$ cat src/rtl/serial_alu_if.sv
// Handshake and operand/result bundle for serial_alu.
// Carries the optional ovf flag when SERIAL_ALU_OVF_EN is defined.
interface serial_alu_if #(
  parameter int WIDTH = 16
);
  logic             in_valid;
  logic             in_ready;
  logic [WIDTH-1:0] a;
  logic [WIDTH-1:0] b;
  logic             c;
  logic [1:0]       aluctr;
  logic             out_valid;
  logic             out_ready;
  logic [WIDTH-1:0] d;
  logic             e;
  logic             busy;
`ifdef SERIAL_ALU_OVF_EN
  logic             ovf;

  modport master (
    output in_valid, a, b, c, aluctr, out_ready,
    input  in_ready, out_valid, d, e, busy, ovf
  );
  modport slave (
    input  in_valid, a, b, c, aluctr, out_ready,
    output in_ready, out_valid, d, e, busy, ovf
  );
`else
  modport master (
    output in_valid, a, b, c, aluctr, out_ready,
    input  in_ready, out_valid, d, e, busy
  );
  modport slave (
    input  in_valid, a, b, c, aluctr, out_ready,
    output in_ready, out_valid, d, e, busy
  );
`endif
endinterface

$ cat src/rtl/serial_alu.sv
// Multi-cycle AND/OR/ADD/SUB ALU processing SLICE bits per clock with a registered carry.
// Optional signed-overflow output enabled by defining SERIAL_ALU_OVF_EN.
module serial_alu #(
  parameter int WIDTH = 16,
  parameter int SLICE = 4
) (
  input  logic       clk,
  input  logic       rst_n,
  serial_alu_if.slave bus
);
  localparam int N  = WIDTH / SLICE;
  localparam int CW = (N > 1) ? $clog2(N) : 1;

  localparam logic [1:0] OP_AND = 2'b00;
  localparam logic [1:0] OP_OR  = 2'b01;
  localparam logic [1:0] OP_ADD = 2'b10;

  if (WIDTH % SLICE != 0) begin : g_bad_slice
    $error("serial_alu: WIDTH must be a multiple of SLICE");
  end

  typedef enum logic [1:0] {IDLE, RUN, DONE} state_t;

  state_t           state;
  logic [WIDTH-1:0] a_q, b_q, acc, acc_nxt, d_q;
  logic [1:0]       op_q;
  logic             carry;
  logic [CW-1:0]    cnt;
  logic             e_q, in_ready_q, out_valid_q, busy_q;
  logic [SLICE-1:0] a_sl, b_sl, r_sl;
  logic             co_sl;
  int               base;
`ifdef SERIAL_ALU_OVF_EN
  logic             ovf_q;
  logic             b_msb;
`endif

  function automatic logic [SLICE:0] slice_op(input logic [1:0]       op,
                                              input logic [SLICE-1:0] x,
                                              input logic [SLICE-1:0] y,
                                              input logic             ci);
    logic [SLICE:0] s;
    case (op)
      OP_AND:  s = {1'b0, x & y};
      OP_OR:   s = {1'b0, x | y};
      OP_ADD:  s = {1'b0, x} + {1'b0, y} + {{SLICE{1'b0}}, ci};
      default: s = {1'b0, x} + {1'b0, ~y} + {{SLICE{1'b0}}, ci};
    endcase
    return s;
  endfunction

  // Operands agree in sign but the result does not: equivalent to carry-in ^ carry-out of the MSB.
  function automatic logic ovf_of(input logic xm, input logic ym, input logic rm);
    return (xm == ym) && (rm != xm);
  endfunction

  always_comb begin
    base              = int'(cnt) * SLICE;
    a_sl              = a_q[base +: SLICE];
    b_sl              = b_q[base +: SLICE];
    {co_sl, r_sl}     = slice_op(op_q, a_sl, b_sl, carry);
    acc_nxt           = acc;
    acc_nxt[base +: SLICE] = r_sl;
  end

`ifdef SERIAL_ALU_OVF_EN
  assign b_msb = (op_q == 2'b11) ? ~b_sl[SLICE-1] : b_sl[SLICE-1];
`endif

  always_ff @(posedge clk or negedge rst_n) begin
    if (!rst_n) begin
      state       <= IDLE;
      in_ready_q  <= 1'b1;
      out_valid_q <= 1'b0;
      busy_q      <= 1'b0;
      a_q         <= '0;
      b_q         <= '0;
      op_q        <= '0;
      carry       <= 1'b0;
      cnt         <= '0;
      acc         <= '0;
      d_q         <= '0;
      e_q         <= 1'b0;
`ifdef SERIAL_ALU_OVF_EN
      ovf_q       <= 1'b0;
`endif
    end else begin
      case (state)
        IDLE: begin
          if (bus.in_valid) begin
            a_q        <= bus.a;
            b_q        <= bus.b;
            op_q       <= bus.aluctr;
            carry      <= bus.c;
            cnt        <= '0;
            state      <= RUN;
            in_ready_q <= 1'b0;
            busy_q     <= 1'b1;
          end
        end
        RUN: begin
          acc   <= acc_nxt;
          carry <= co_sl;
          // Last slice: publish the merged accumulator, not the stale registered copy.
          if (cnt == CW'(N - 1)) begin
            d_q         <= acc_nxt;
            e_q         <= op_q[1] & co_sl;
`ifdef SERIAL_ALU_OVF_EN
            ovf_q       <= op_q[1] & ovf_of(a_sl[SLICE-1], b_msb, r_sl[SLICE-1]);
`endif
            state       <= DONE;
            out_valid_q <= 1'b1;
          end else begin
            cnt <= cnt + CW'(1);
          end
        end
        DONE: begin
          if (bus.out_ready) begin
            state       <= IDLE;
            out_valid_q <= 1'b0;
            busy_q      <= 1'b0;
            in_ready_q  <= 1'b1;
          end
        end
        default: state <= IDLE;
      endcase
    end
  end

  assign bus.in_ready  = in_ready_q;
  assign bus.out_valid = out_valid_q;
  assign bus.busy      = busy_q;
  assign bus.d         = d_q;
  assign bus.e         = e_q;
`ifdef SERIAL_ALU_OVF_EN
  assign bus.ovf       = ovf_q;
`endif
endmodule

$ cat src/flat_wrapper.sv
// flat-port wrapper written by rule: the top's interface ports become plain ports
module serial_alu_flat 
#(
  parameter int WIDTH = 16,
  parameter int SLICE = 4
)
  (clk, rst_n, bus_in_valid, bus_a, bus_b, bus_c, bus_aluctr, bus_out_ready, bus_in_ready, bus_out_valid, bus_d, bus_e, bus_busy);
  serial_alu_if #(.WIDTH(WIDTH)) bus_i ();
  input  logic clk;
  input  logic rst_n;
  input wire logic [$bits(bus_i.in_valid)-1:0] bus_in_valid;
  input wire logic [$bits(bus_i.a)-1:0] bus_a;
  input wire logic [$bits(bus_i.b)-1:0] bus_b;
  input wire logic [$bits(bus_i.c)-1:0] bus_c;
  input wire logic [$bits(bus_i.aluctr)-1:0] bus_aluctr;
  input wire logic [$bits(bus_i.out_ready)-1:0] bus_out_ready;
  output wire logic [$bits(bus_i.in_ready)-1:0] bus_in_ready;
  output wire logic [$bits(bus_i.out_valid)-1:0] bus_out_valid;
  output wire logic [$bits(bus_i.d)-1:0] bus_d;
  output wire logic [$bits(bus_i.e)-1:0] bus_e;
  output wire logic [$bits(bus_i.busy)-1:0] bus_busy;
  assign bus_i.in_valid = bus_in_valid;
  assign bus_i.a = bus_a;
  assign bus_i.b = bus_b;
  assign bus_i.c = bus_c;
  assign bus_i.aluctr = bus_aluctr;
  assign bus_i.out_ready = bus_out_ready;
  assign bus_in_ready = bus_i.in_ready;
  assign bus_out_valid = bus_i.out_valid;
  assign bus_d = bus_i.d;
  assign bus_e = bus_i.e;
  assign bus_busy = bus_i.busy;
  serial_alu #(.WIDTH(WIDTH), .SLICE(SLICE)) u_core (.clk(clk), .rst_n(rst_n), .bus(bus_i));
endmodule
$ cat config.mk
export PLATFORM = sky130hd
export DESIGN_NAME = serial_alu_flat
export DESIGN_NICKNAME = d
export VERILOG_FILES = /design/src/rtl/serial_alu_if.sv /design/src/rtl/serial_alu.sv /design/src/flat_wrapper.sv
export SDC_FILE = /design/constraint.sdc
export NUM_CORES = 1
export LEC_CHECK = 0
export CORE_MARGIN = 2
export CORE_UTILIZATION = 50
export CTS_CLUSTER_SIZE = 40
export DETAILED_ROUTE_END_ITERATION = 12
export PLACE_DENSITY = 0.73
export SYNTH_ARGS = -nofsm -noshare
export SYNTH_HDL_FRONTEND = slang
export SYNTH_SLANG_ARGS = --single-unit
export TNS_END_PERCENT = 50
$ cat constraint.sdc
create_clock -name clk -period 4.4 [get_ports clk]
set_clock_uncertainty 0.1 [all_clocks]
set_input_delay 0.88 -clock clk [delete_from_list [all_inputs] [get_ports clk]]
set_output_delay 0.88 -clock clk [all_outputs]
set_load 0.01 [all_outputs]
==> impl_metrics.json <==
{
  "place.detailed.hpwl_mm": 5.53,
  "cpPeakStageDelay_ps": 580,
  "critPathArrivalTime_ps": 3450,
  "max_cap_violations": 0,
  "slack_of_the_critical_path_ps": 1100,
  "leakage_nw": 1.96,
  "syn-num-nets": 384,
  "numClockSinks": 75,
  "synth_warnings": 0,
  "initial_utilization": 0.515,
  "mappedNetlistArea_sq_mm": 0.00374,
  "wire_length_of_the_first_global_routing_pass_mm": 12.8,
  "die_h_um": 90.5,
  "final-setup-viol-count": 0,
  "pin_count_of_the_biggest_net_entering_global_routing": 76,
  "avgRoutedWirePerCell_um": 15.4,
  "design.final.nets": 442,
  "ctsHtreeMaxLevel": 3,
  "max-slew-margin-rel": 0.356,
  "comb_power_share": 0.555,
  "post-cts-setup-buffers": 0,
  "area_fraction_in_compound_gates_after_synthesis": 0.108,
  "layout.area.seq_sq_mm": 0.00188,
  "final-hold-violation-count": 0,
  "drt_first_pass_iters": 5,
  "antenna_found_initial": 0,
  "final.fill_count": 599,
  "detailed_router_s_first_iteration_violation_count": 181,
  "worst-endpoint-required_ps": 4540,
  "timing_max_transition_violations_final": 0,
  "multi_input_area_sq_mm": 0.00172,
  "num_antenna_cells": 0,
  "utilization": 0.632,
  "count_of_pins_on_the_block_boundary": 59,
  "remaining_drc_errors": 0,
  "hold_class": "reg -> reg",
  "ant_nets": 0,
  "grt_setup_unrepaired": "false",
  "fp-row-count": 31,
  "grt_remaining_overflow": 0,
  "cts_resized": 0,
  "timing.critical_path.mode_cell": "sky130_fd_sc_hd__mux4_2",
  "critPathMaxFanout": 11,
  "post_synth_mux_area_share": 0.172,
  "vias_per_cell": 5.33,
  "finalCriticalPeriod_ps": 3300,
  "worstPathCellList": "buf_4 > mux4_2 > inv_1 > ha_1 > o21bai_1 > a21oi_2 > xnor2_1 > mux4_2 > o31ai_1",
  "cts_tree": "done",
  "run_status": "completed",
  "clock_power_share": 0.131,
  "numPortBuffers": 58,
  "die_x_um": 90.5,
  "synth_cell_type_count": 36,
  "critPathLaunchType": "flip-flop",
  "p_seq_frac": 0.313,
  "vias": 2582,
  "drt_wl_total_mm": 7.46,
  "dominant_combinational_cell_family_by_area_after_synthesis": "multiplexers",
  "fin_tns_setup_ps": 0,
  "fmax_mhz": 303,
  "crit_type": "reg -> reg",
  "power_per_cell_area_mw_per_mm2": 835,
  "final_layout_size_suffix_gt1_frac": 0.174,
  "cts_buffers": 9,
  "finalCritPeriodShare": 0.751,
  "gp_congestion": 0.794,
  "pre_cts_ws_ps": 1110,
  "synth-simple-area-share": 0.0904,
  "worst_path_max_delay_cell": "sky130_fd_sc_hd__mux4_2",
  "clk_pin_slew_ps": 80,
  "grt_util_all_layers": 0.197,
  "synth.ff_latch_count": 75,
  "worstMarginPinSlew_ps": 964,
  "intPower_mw": 2.25,
  "first_global_vias": 2542,
  "post_cts_hold_buffer_count": 0,
  "core_region_area_sq_mm": 0.00725,
  "p_sw_mw": 1.58,
  "ir_worst_vdd_mv": 0.357,
  "clock_tree.root_cell": "sky130_fd_sc_hd__clkbuf_8",
  "ys_seq_area_frac": 0.503,
  "syn_to_final_growth_pct": 22.7,
  "endpoint_kind": "flip-flop",
  "maximum_number_of_buffers_from_clock_root_to_sink": 2,
  "post_synth_fa_ha_maj_area_fraction": 0.0783,
  "syn-mean-instance-area_sq_um": 11.5,
  "dieArea_sq_mm": 0.00818,
  "switching_share": 0.414,
  "xor_and_xnor_fraction_of_the_mapped_netlist_area": 0.00937,
  "worstSkewPairLatency_ps": 340,
  "postSynthCellCount": 324
}
==> area by class of cell <==
class	instances	share of cell area
sequential	75	0.409
multi-input combinational	211	0.375
timing repair buffer	60	0.129
clock buffer	9	0.0270
tap	99	0.0270
inverter	25	0.0205
clock inverter	5	0.0123
==> layer usage <==
layer / share of wire / vias to the layer above / track usage / routed length [um]
met3: 0.039 / 10 / 0.0376 / 288
met2: 0.46 / 72 / 0.296 / 3410
met4: 0.015 / 0 / 0.0692 / 113
met5: 0 / - / 0 / 0
met1: 0.49 / 1253 / 0.287 / 3650
li1: - / 1247 / - / -
==> Yosys cell counts (all sizes together) <==
master,instances,share of area
nor4,2,0.0033
o21bai,1,0.0020
or4,1,0.0020
o221ai,1,0.0023
buf,6,0.0077
and4,1,0.0023
a21oi,17,0.024
nand4,1,0.0017
a31o,1,0.0023
dfstp,1,0.0070
a22o,3,0.0070
fa,4,0.021
nor2b,3,0.0050
a21boi,1,0.0020
mux2,35,0.11
nand3b,1,0.0020
nand2b,7,0.012
mux4,11,0.066
nor3b,4,0.0080
a211oi,1,0.0020
nor2,11,0.011
and3,1,0.0017
a22oi,8,0.016
o31ai,7,0.014
xor2,2,0.0047
ha,17,0.057
dfrtp,74,0.50
clkbuf,7,0.0070
o21ai,27,0.036
xnor2,2,0.0047
nand2,40,0.040
nand3,1,0.0013
inv,25,0.025
==> final timing paths <==
kind / startpoint / to / slack, ps / cells past startpoint
max: u_core.cnt[0] / u_core.acc[3] / 1100 / 9
min: u_core.bus.d[10] / u_core.bus.d[10] / 380 / 2
max reg2reg: u_core.cnt[0] / u_core.acc[3] / 1100 / 9
min reg2reg: u_core.bus.d[10] / u_core.bus.d[10] / 380 / 2
max in group asynchronous: rst_n / u_core.state[0] / 2990 / 1
min in group asynchronous: rst_n / u_core.bus.d[4] / 550 / 1
==> sequential cells by signal (all words and copies together), names as in the netlist <==
register	flops
u_core.bus.in_ready	1
u_core.b_q	16
u_core.cnt	2
u_core.bus.out_valid	1
u_core.op_q	2
u_core.bus.busy	1
u_core.bus.d	16
u_core.bus.e	1
u_core.state	2
u_core.carry	1
u_core.acc	16
u_core.a_q	16
==> through the flow <==
step           cells  power [mW]  hold WS (ps)  cell area, sq um
5_1_grt          484        4.17           409              4590
3_3_place_gp     470        3.30           354              4410
6_report         484        3.83           376              4590
3_5_place_dp     470        3.35           366              4410
2_1_floorplan    324        2.73           340              3740
4_1_cts          484        3.86           384              4590
==> kinds of logic after synthesis <==
kind of cell | count (synthesis)
fa+ha+maj | 21
flops | 75
xor+xnor | 4
simple gates | 73
mux | 46
compound gates | 67
buf+inv | 38
==> critical path, delay by kind of cell, from the launching register on <==
| kind | cells | cell delay (ps) |
|---|---|---|
| AOI/OAI and AO/OA | 3 | 550 |
| adders and majority gates | 1 | 280 |
| DFF | 1 | 550 |
| xor gates and xnor gates | 1 | 110 |
| buffers and inverters | 2 | 460 |
| muxes | 2 | 1140 |
==> power groups by stage <==
stage               combinational, mW  clock, mW  sequential (mW)
floorplan                        1.58          0             1.14
global placement                 2.09          0             1.21
detailed placement               2.14          0             1.21
CTS                              2.14      0.517             1.20
global route                     2.37      0.551             1.25
finish                           2.13      0.504             1.20
==> layout by cell type, fill, tap and decap left out, drive strengths merged, types with 2 or more instances in the layout <==
cell type	instances
dfrtp	74
clkdlybuf4s50	57
nand2	40
mux2	35
o21ai	27
inv	25
ha	17
a21oi	17
mux4	11
nor2	11
clkbuf	9
a22oi	8
nand2b	7
o31ai	7
nor3b	4
fa	4
nor2b	3
a22o	3
buf	3
clkinv	3
nor4	2
xnor2	2
xor2	2
Power figures use the tool's default switching activity.
